===== src/rtl/pipe_hazard_unit.sv =====
// Hazard control beside the IF/ID and ID/EX registers: in-flight destination scoreboard,
// load-use / interlock stall, Ex forwarding selects, redirect flush, saturating event counters.
module pipe_hazard_unit #(
  parameter int REG_ADDR_W = 5,
  parameter int STAGES     = 3,
  parameter int BR_STAGE   = 2,
  parameter int FWD_EN     = 1,
  parameter int CNT_W      = 16
) (
  input  logic                  clk,
  input  logic                  rst,
  input  logic                  id_valid,
  input  logic [REG_ADDR_W-1:0] id_rs,
  input  logic [REG_ADDR_W-1:0] id_rt,
  input  logic                  id_uses_rs,
  input  logic                  id_uses_rt,
  input  logic                  id_regwr,
  input  logic [REG_ADDR_W-1:0] id_rw,
  input  logic                  id_load,
  input  logic                  redirect,
  output logic                  stall_o,
  output logic                  bubble_o,
  output logic                  flush_o,
  output logic [1:0]            fwd_a_ex,
  output logic [1:0]            fwd_b_ex,
  output logic [CNT_W-1:0]      stall_cnt,
  output logic [CNT_W-1:0]      flush_cnt
);

  // The Wr-stage occupant is covered by write-before-read, so only Ex..STAGES-1 are held.
  localparam int NE = STAGES - 1;
  localparam logic [CNT_W-1:0] CNT_ONE = {{(CNT_W-1){1'b0}}, 1'b1};

  typedef struct packed {
    logic                  vld;
    logic                  regwr;
    logic [REG_ADDR_W-1:0] rw;
  } ent_t;

  ent_t [NE:1]      ent_q, ent_d;
  logic             ld1_q, ld1_d;
  logic [1:0]       fwd_a_q, fwd_a_d, fwd_b_q, fwd_b_d;
  logic [CNT_W-1:0] stall_cnt_q, stall_cnt_d, flush_cnt_q, flush_cnt_d;
  logic [NE:1]      hit_a, hit_b;
  logic             hazard, advance;
  logic [1:0]       sel_a, sel_b;

  function automatic logic src_hit(ent_t e, logic [REG_ADDR_W-1:0] src, logic uses);
    return e.vld & e.regwr & (e.rw == src) & (|e.rw) & uses;
  endfunction

  always_comb begin
    hit_a = '0;
    hit_b = '0;
    for (int k = 1; k <= NE; k++) begin
      hit_a[k] = src_hit(ent_q[k], id_rs, id_uses_rs);
      hit_b[k] = src_hit(ent_q[k], id_rt, id_uses_rt);
    end

    if (FWD_EN != 0) hazard = (hit_a[1] | hit_b[1]) & ld1_q;
    else             hazard = |(hit_a | hit_b);

    stall_o  = ~rst & id_valid & hazard & ~redirect;
    flush_o  = ~rst & redirect;
    bubble_o = stall_o & ~redirect;
    advance  = id_valid & ~stall_o & ~flush_o;

    // Youngest producer wins; a load in Ex never forwards because it forces a stall.
    sel_a = 2'd0;
    if (hit_a[1] & ~ld1_q) sel_a = 2'd1;
    else if (hit_a[2])     sel_a = 2'd2;
    sel_b = 2'd0;
    if (hit_b[1] & ~ld1_q) sel_b = 2'd1;
    else if (hit_b[2])     sel_b = 2'd2;

    fwd_a_d = (advance && FWD_EN != 0) ? sel_a : 2'd0;
    fwd_b_d = (advance && FWD_EN != 0) ? sel_b : 2'd0;

    ent_d          = '0;
    ent_d[1].vld   = advance;
    ent_d[1].regwr = id_regwr;
    ent_d[1].rw    = id_rw;
    ld1_d          = advance & id_load;
    for (int k = 1; k < NE; k++) begin
      ent_d[k+1] = ent_q[k];
      if (redirect && k < BR_STAGE) ent_d[k+1].vld = 1'b0;
    end

    stall_cnt_d = stall_cnt_q;
    if (stall_o && stall_cnt_q != '1) stall_cnt_d = stall_cnt_q + CNT_ONE;
    flush_cnt_d = flush_cnt_q;
    if (redirect && flush_cnt_q != '1) flush_cnt_d = flush_cnt_q + CNT_ONE;
  end

  always_ff @(posedge clk) begin
    if (rst) begin
      ent_q       <= '0;
      ld1_q       <= 1'b0;
      fwd_a_q     <= 2'd0;
      fwd_b_q     <= 2'd0;
      stall_cnt_q <= '0;
      flush_cnt_q <= '0;
    end else begin
      ent_q       <= ent_d;
      ld1_q       <= ld1_d;
      fwd_a_q     <= fwd_a_d;
      fwd_b_q     <= fwd_b_d;
      stall_cnt_q <= stall_cnt_d;
      flush_cnt_q <= flush_cnt_d;
    end
  end

  assign fwd_a_ex  = fwd_a_q;
  assign fwd_b_ex  = fwd_b_q;
  assign stall_cnt = stall_cnt_q;
  assign flush_cnt = flush_cnt_q;

endmodule

===== config.mk =====
export PLATFORM = sky130hd
export DESIGN_NAME = pipe_hazard_unit
export DESIGN_NICKNAME = d
export VERILOG_FILES = /design/src/rtl/pipe_hazard_unit.sv
export SDC_FILE = /design/constraint.sdc
export NUM_CORES = 1
export LEC_CHECK = 0
export CAP_MARGIN = 5
export CORE_AREA = 3 3 93 95
export DETAILED_ROUTE_END_ITERATION = 7
export DIE_AREA = 0 0 96 98
export PLACE_DENSITY = 0.57
export SLEW_MARGIN = 10
export SYNTH_ARGS = -nofsm -noshare
export SYNTH_HDL_FRONTEND = slang
export SYNTH_SLANG_ARGS = --single-unit

===== constraint.sdc =====
create_clock -name clk -period 3.9 [get_ports clk]
set_clock_uncertainty 0.15 [all_clocks]
set_input_delay 0.39 -clock clk [delete_from_list [all_inputs] [get_ports clk]]
set_output_delay 0.39 -clock clk [all_outputs]
set_load 0.05 [all_outputs]

==> results.tsv, run 1 <==
metric	value	unit
crit path max fanout	10	
DR WL/cell	13.2	um
Global Route Usage Sum	12.9	%
reg-to-reg critical path startpoint	ent_d[9]	
r2r endpoint	stall_cnt[10]	
Die Y	98	um
vias in the first global route	2052	
slew at the pin closest to its max-slew limit	577	ps
clk sinks	51	
setup_tns	0	ps
Yosys top cell by area	dfxtp_1	
dominant synthesized flop cell	dfxtp_1	
CTS tree	yes	
power per cell area	292	nW/um2
DR vias	2095	
HPWL after DPL	4230	um
Setup Viol. Count Final	0	
commonest non-fill, non-tap cell in the layout	clkdlybuf4s50_1	
Final Non-Filler Cells	429	
RePlAce Congestion	0.858	
R2R Setup Slk	1500	ps
number of antenna-violating nets in the routed design	0	
largest cells by area after synthesis	dfxtp_1 (43%), xor2_1 (8.9%), nor2_1 (4.1%)	
dpl ws	1090	ps
router iterations before antenna repair	4	
Rows	32	
initial antenna violation count	0	
Max VDD drop	0.146	mV
CP startpoint	id_rt[2]	
die area	9410	um2
fin. max-slew vios	0	
Slew HR	61.0	%
status	complete, no violations	
Max Cap Violations	0	
layout cells sized above 1	6.12	%
I/O pin total	62	
#FFs+latches synth	51	
CP Capture Type	primary output	
register area share after synthesis	43.3	%
crit path launch type	input pin	
Port Buf Inserts	61	
setup ws final	1110	ps
Post-synth EDFFs	0	
Period minus WS final	2790	ps
ANT cells	0	
area fraction of the dominant cell type after synthesis	43.3	%
pin count of the biggest net entering global routing	26	
vias per cell	4.88	
async set-or-reset flop fraction in the synthesized netlist	0	%
worst min path class	register to register	
Hold Path Depth	1	
CTS H-tree lvls	2	
GRT overflow	0	
P_leak	1.10	nW
clock tree buffer depth	2	
Reg clk slew, reported paths	80	ps
final routed DRC violation total	0	
clk root buf	clkbuf_8	
critical path arrival	2250	ps
Worst-Skew Late Latency	300	ps
Mapped Cells	265	
Setup CP Type	input pin to primary output	
ratio of final minimum period to clock period	71.5	%
Final nets	351	
Post-CTS Setup Inserts	0	
Synth Area per Inst	8.90	um2
Fillers	798	
Initial Utilization	30.2	%
R2R cell count	6	
1st-iter DRT viols	50	
RSZ-0062 raised after global routing	no	
Netlist cell types	38	
chip width	96	um
hold_ws	349	ps
crit path to	stall_o	
Synth Warn #	0	
fmax	359	MHz
post-layout util	40.6	%
total core area	7810	um2
Hold Fails Final Rpt	0	
P&R area growth vs syn	34.5	%
Post-Syn Area	2360	um2
# resized after CTS	0	
final wirelength	5680	um
required time of the critical path	3360	ps
Cells after DPL	421	
Synth Net Count	290	
first-pass GRT wire length	9760	um
most frequent cells in the layout	clkdlybuf4s50_1 (59), dfxtp_1 (51), nor2_1 (26)	
CTS Buf Count	5	
Post-CTS Hold Buffers	0	
[cell usage after synthesis, types with 2 or more instances]
library cell  count
a211oi_1          3
a21oi_1          15
a31oi_1           2
and2_1            3
and3_1           10
and4_1            3
buf_4             4
clkbuf_1          5
dfxtp_1          51
ha_1              2
inv_1             8
mux2i_1           2
nand2_1           8
nand3_1          13
nand4_1           8
nor2_1           26
nor2b_1          13
nor3_1            4
nor4_1            5
o21ai_0          11
o21ai_1           2
o21ai_2           2
o31ai_1           3
or3_1            14
or4_1             4
xnor2_1           9
xor2_1           24
[worst max-delay path, stage by stage]
cell and delay, ps:
clkdlybuf4s50_1 460, xor2_1 160, nor4_1 260, and3_1 410
o21ai_2 210, inv_1 200, buf_12 160
[registers in the layout, indices dropped and copies added, names as in the netlist]
name,flops
ent_q,8
ent_d,6
flush_cnt,16
ld1_q,1
fwd_a_ex,2
fwd_b_ex,2
stall_cnt,16
[metrics by stage]
step / total power, mW / area (um2)
3_3_place_gp: 0.634 / 3080
5_1_grt: 0.974 / 3170
4_1_cts: 0.944 / 3170
2_1_floorplan: 0.592 / 2360
6_report: 0.925 / 3170
3_5_place_dp: 0.635 / 3080
[how the worst min path moves through the flow]
stage / start / to / slack [ps]
6_report: ent_q[6] / ent_q[13] / 350
3_3_place_gp: ent_q[6] / ent_q[13] / 320
4_1_cts: ent_q[6] / ent_q[13] / 350
2_1_floorplan: ent_q[6] / ent_q[13] / 300
3_5_place_dp: ent_q[6] / ent_q[13] / 320
5_1_grt: ent_q[6] / ent_q[13] / 360
[layer usage]
layer / track usage (%) / share of wire, % / up-vias
li1: - / - / 1059
met1: 17.4 / 47 / 985
met2: 20.1 / 48 / 47
met3: 3.08 / 4.5 / 4
met4: 4.27 / 1.1 / 0
met5: 0 / 0 / -
[power by group]
part	switching (mW)	internal, mW
Clock	0.178	0.125
Sequential	0.0104	0.529
Combinational	0.0392	0.0426
[cells by family (layout without fill, tap and decap cells)]
logic type,after synthesis,in the layout,share of synthesized area [%]
and+or+nand+nor,116,116,27.5
DFF,51,51,43.3
AOI/OAI and AO/OA,43,43,11.2
xor gates and xnor gates,33,33,12.3
buffers and inverters,17,79,3.34
muxes,3,3,1.33
adders and majority gates,2,2,1.06
[area by class of cell]
cell class | instances | area, um2 | share of cell area, %
inverter | 8 | 30.0 | 0.947
tap | 102 | 128 | 4.02
clock buffer | 5 | 68.8 | 2.17
clock inverter | 3 | 20.0 | 0.631
sequential | 51 | 1020 | 32.2
timing repair buffer | 63 | 646 | 20.4
multi-input combinational | 197 | 1260 | 39.7
Note: power is estimated with default switching activity, not from simulation.
==> run 2, diff against run 1 <==
--- a/config.mk
+++ b/config.mk
@@ -9,7 +9,7 @@
 export CORE_AREA = 3 3 93 95
 export DETAILED_ROUTE_END_ITERATION = 7
 export DIE_AREA = 0 0 96 98
-export PLACE_DENSITY = 0.57
+export PLACE_DENSITY = 0.59
 export SLEW_MARGIN = 10
 export SYNTH_ARGS = -nofsm -noshare
 export SYNTH_HDL_FRONTEND = slang
==> constraint.sdc (replaced) <==
create_clock -name clk -period 2.3 [get_ports clk]
set_clock_uncertainty 0.15 [all_clocks]
set_input_delay 0.23 -clock clk [delete_from_list [all_inputs] [get_ports clk]]
set_output_delay 0.23 -clock clk [all_outputs]
set_load 0.05 [all_outputs]
==> run 2 against run 1 <==
  * Final cell count up 6.5%
  * Non-clock buffer count up 29
  * Power up 81%
  * Via count up 6.0%
  * Sequential power up 69%
  * Die area unchanged
  * Critical path type is now register to primary output
  * Critical endpoint is now bubble_o
  * Largest power group unchanged
  * Highest routed layer unchanged
==> results.tsv, run 2 (synthesis gave the netlist of run 1 again) <==
metric	value	unit	change
Reg clk slew, reported paths	80	ps	about the same
P_leak	1.27	nW	+16%
Period minus WS final	2220	ps	
HPWL after DPL	4420	um	+4.7%
Crit-path slowest cell	or4_4		
required time of the critical path	1920	ps	-1440 ps
final wirelength	5930	um	+4.3%
1st-iter DRT viols	73		+46%
DR WL/cell	13.0	um	-2.0%
CP dominant cell by count	o21ai_2		
P&R area growth vs syn	46.7	%	
pin count of the biggest net entering global routing	47		+81%
router iterations before antenna repair	4		unchanged
GRT overflow	0		unchanged
ratio of final minimum period to clock period	96.4	%	
Hold Fails Final Rpt	0		unchanged
Rows	32		unchanged
Total Power	1.67	mW	+81%
status	complete, no violations		
RSZ-0062 raised after global routing	no		
crit path launch type	register		
I/O pin total	62		unchanged
multi-input logic area	1270	um2	+1.2%
Post-CTS Hold Buffers	0		unchanged
vias per cell	4.86		-0.53%
Max VDD drop	0.229	mV	+56%
setup ws final	83.2	ps	-1030 ps
power per cell area	483	nW/um2	+66%
commonest non-fill, non-tap cell in the layout	clkdlybuf4s50_1		
Final nets	380		+8.3%
final routed DRC violation total	0		unchanged
clk sinks	51		unchanged
CTS tree	yes		
crit path max fanout	4		-6
Slew HR	66.2	%	+5.2 points
Max Cap Violations	0		unchanged
Port Buf Inserts	61		unchanged
Worst-Skew Late Latency	300	ps	about the same
slew at the pin closest to its max-slew limit	506	ps	-71.4 ps
fin. max-slew vios	0		unchanged
DR vias	2220		+6.0%
critical path arrival	1840	ps	-410 ps
layout cells sized above 1	16.6	%	+11 points
clk root buf	clkbuf_8		
Worst Path Buf+Inv	3		unchanged
vias in the first global route	2241		+9.2%
Die Y	98	um	unchanged
ANT cells	0		unchanged
total core area	7810	um2	unchanged
initial antenna violation count	0		unchanged
CP peak stage delay	540	ps	+80 ps
CP Capture Type	primary output		
hold_ws	325	ps	-24.1 ps
Fillers	777		-2.6%
Crit path max-delay family	simple AND/OR/NAND/NOR gates		
die area	9410	um2	unchanged
Cells after DPL	446		+5.9%
Final Non-Filler Cells	457		+6.5%
CTS H-tree lvls	2		unchanged
Global Route Usage Sum	13.1	%	+0.15 points
worst-path cell chain	or4_4, o21ai_2, nor2_1, o21ai_2, buf_6, inv_4, buf_12		
Initial Utilization	30.2	%	unchanged
clock tree buffer depth	2		unchanged
RePlAce Congestion	0.824		-4.0%
most frequent cells in the layout	clkdlybuf4s50_1 (57), dfxtp_1 (45), buf_4 (28)		
Setup Viol. Count Final	0		unchanged
worst min path class	input pin to register		
FF/Latch Area	1030	um2	+0.74%
CTS Buf Count	5		unchanged
number of antenna-violating nets in the routed design	0		unchanged
dpl ws	-113	ps	-1200 ps
fmax	451	MHz	
Setup CP Type	register to primary output		
first-pass GRT wire length	10000	um	+2.6%
chip width	96	um	unchanged
run 2: layout make-up:
class                      count  area share (%)
clock buffer                   6            2.10
clock inverter                 1           0.868
inverter                       8           0.940
multi-input combinational    197            36.8
sequential                    51            29.7
tap                          102            3.69
timing repair buffer          92            25.9
run 2: report_power, final:
part	switching, mW	internal, mW	total (mW)	leakage [nW]
Clock	0.278	0.319	0.597	0.0513
Sequential	0.0170	0.898	0.915	0.416
Combinational	0.0716	0.0878	0.159	0.803
Total	0.366	1.30	1.67	1.27
run 2: worst register-to-register path, cell delays in order (launching register included):
cell and delay [ps]:
dfxtp_2 360, or4_4 540, o21ai_2 150, buf_4 120
buf_4 100, nor3_2 50, o21ai_4 130, buf_4 200
mux2i_1 180, nor2_1 50
run 2: path summary, 6_finish.rpt:
kind                            startpoint            to  slack [ps]  cells after the start
worst max-delay path              ent_d[8]      bubble_o          80                      7
worst min-delay path              id_rw[1]      ent_d[8]         320                      2
worst max register to register    ent_d[8]  stall_cnt[1]         140                      9
worst min register to register   ent_d[12]     ent_q[12]         340                      1
run 2: repair_timing:
item	in CTS	in global routing
endpoints found under the setup margin	2	5
gates cloned	0	0
gates resized for setup	6	6
buffers inserted	1	3
pin swaps	1	5
run 2: metal layers:
| layer | global-route usage [%] | wire [um] |
|---|---|---|
| met1 | 16.8 | 2750 |
| met2 | 21.7 | 2890 |
| met3 | 3.00 | 219 |
| met4 | 3.72 | 78 |
| met5 | 0 | 0 |
run 2: per-stage QoR:
step | instance area, um2 | TNS, ps | util [%]
global route | 3460 | 0 | 44.3
CTS | 3410 | 0 | 43.6
finish | 3460 | 0 | 44.3
detailed placement | 3280 | -906 | 42.1
global placement | 3280 | -778 | 42.1
floorplan | 2360 | -3.50 | -
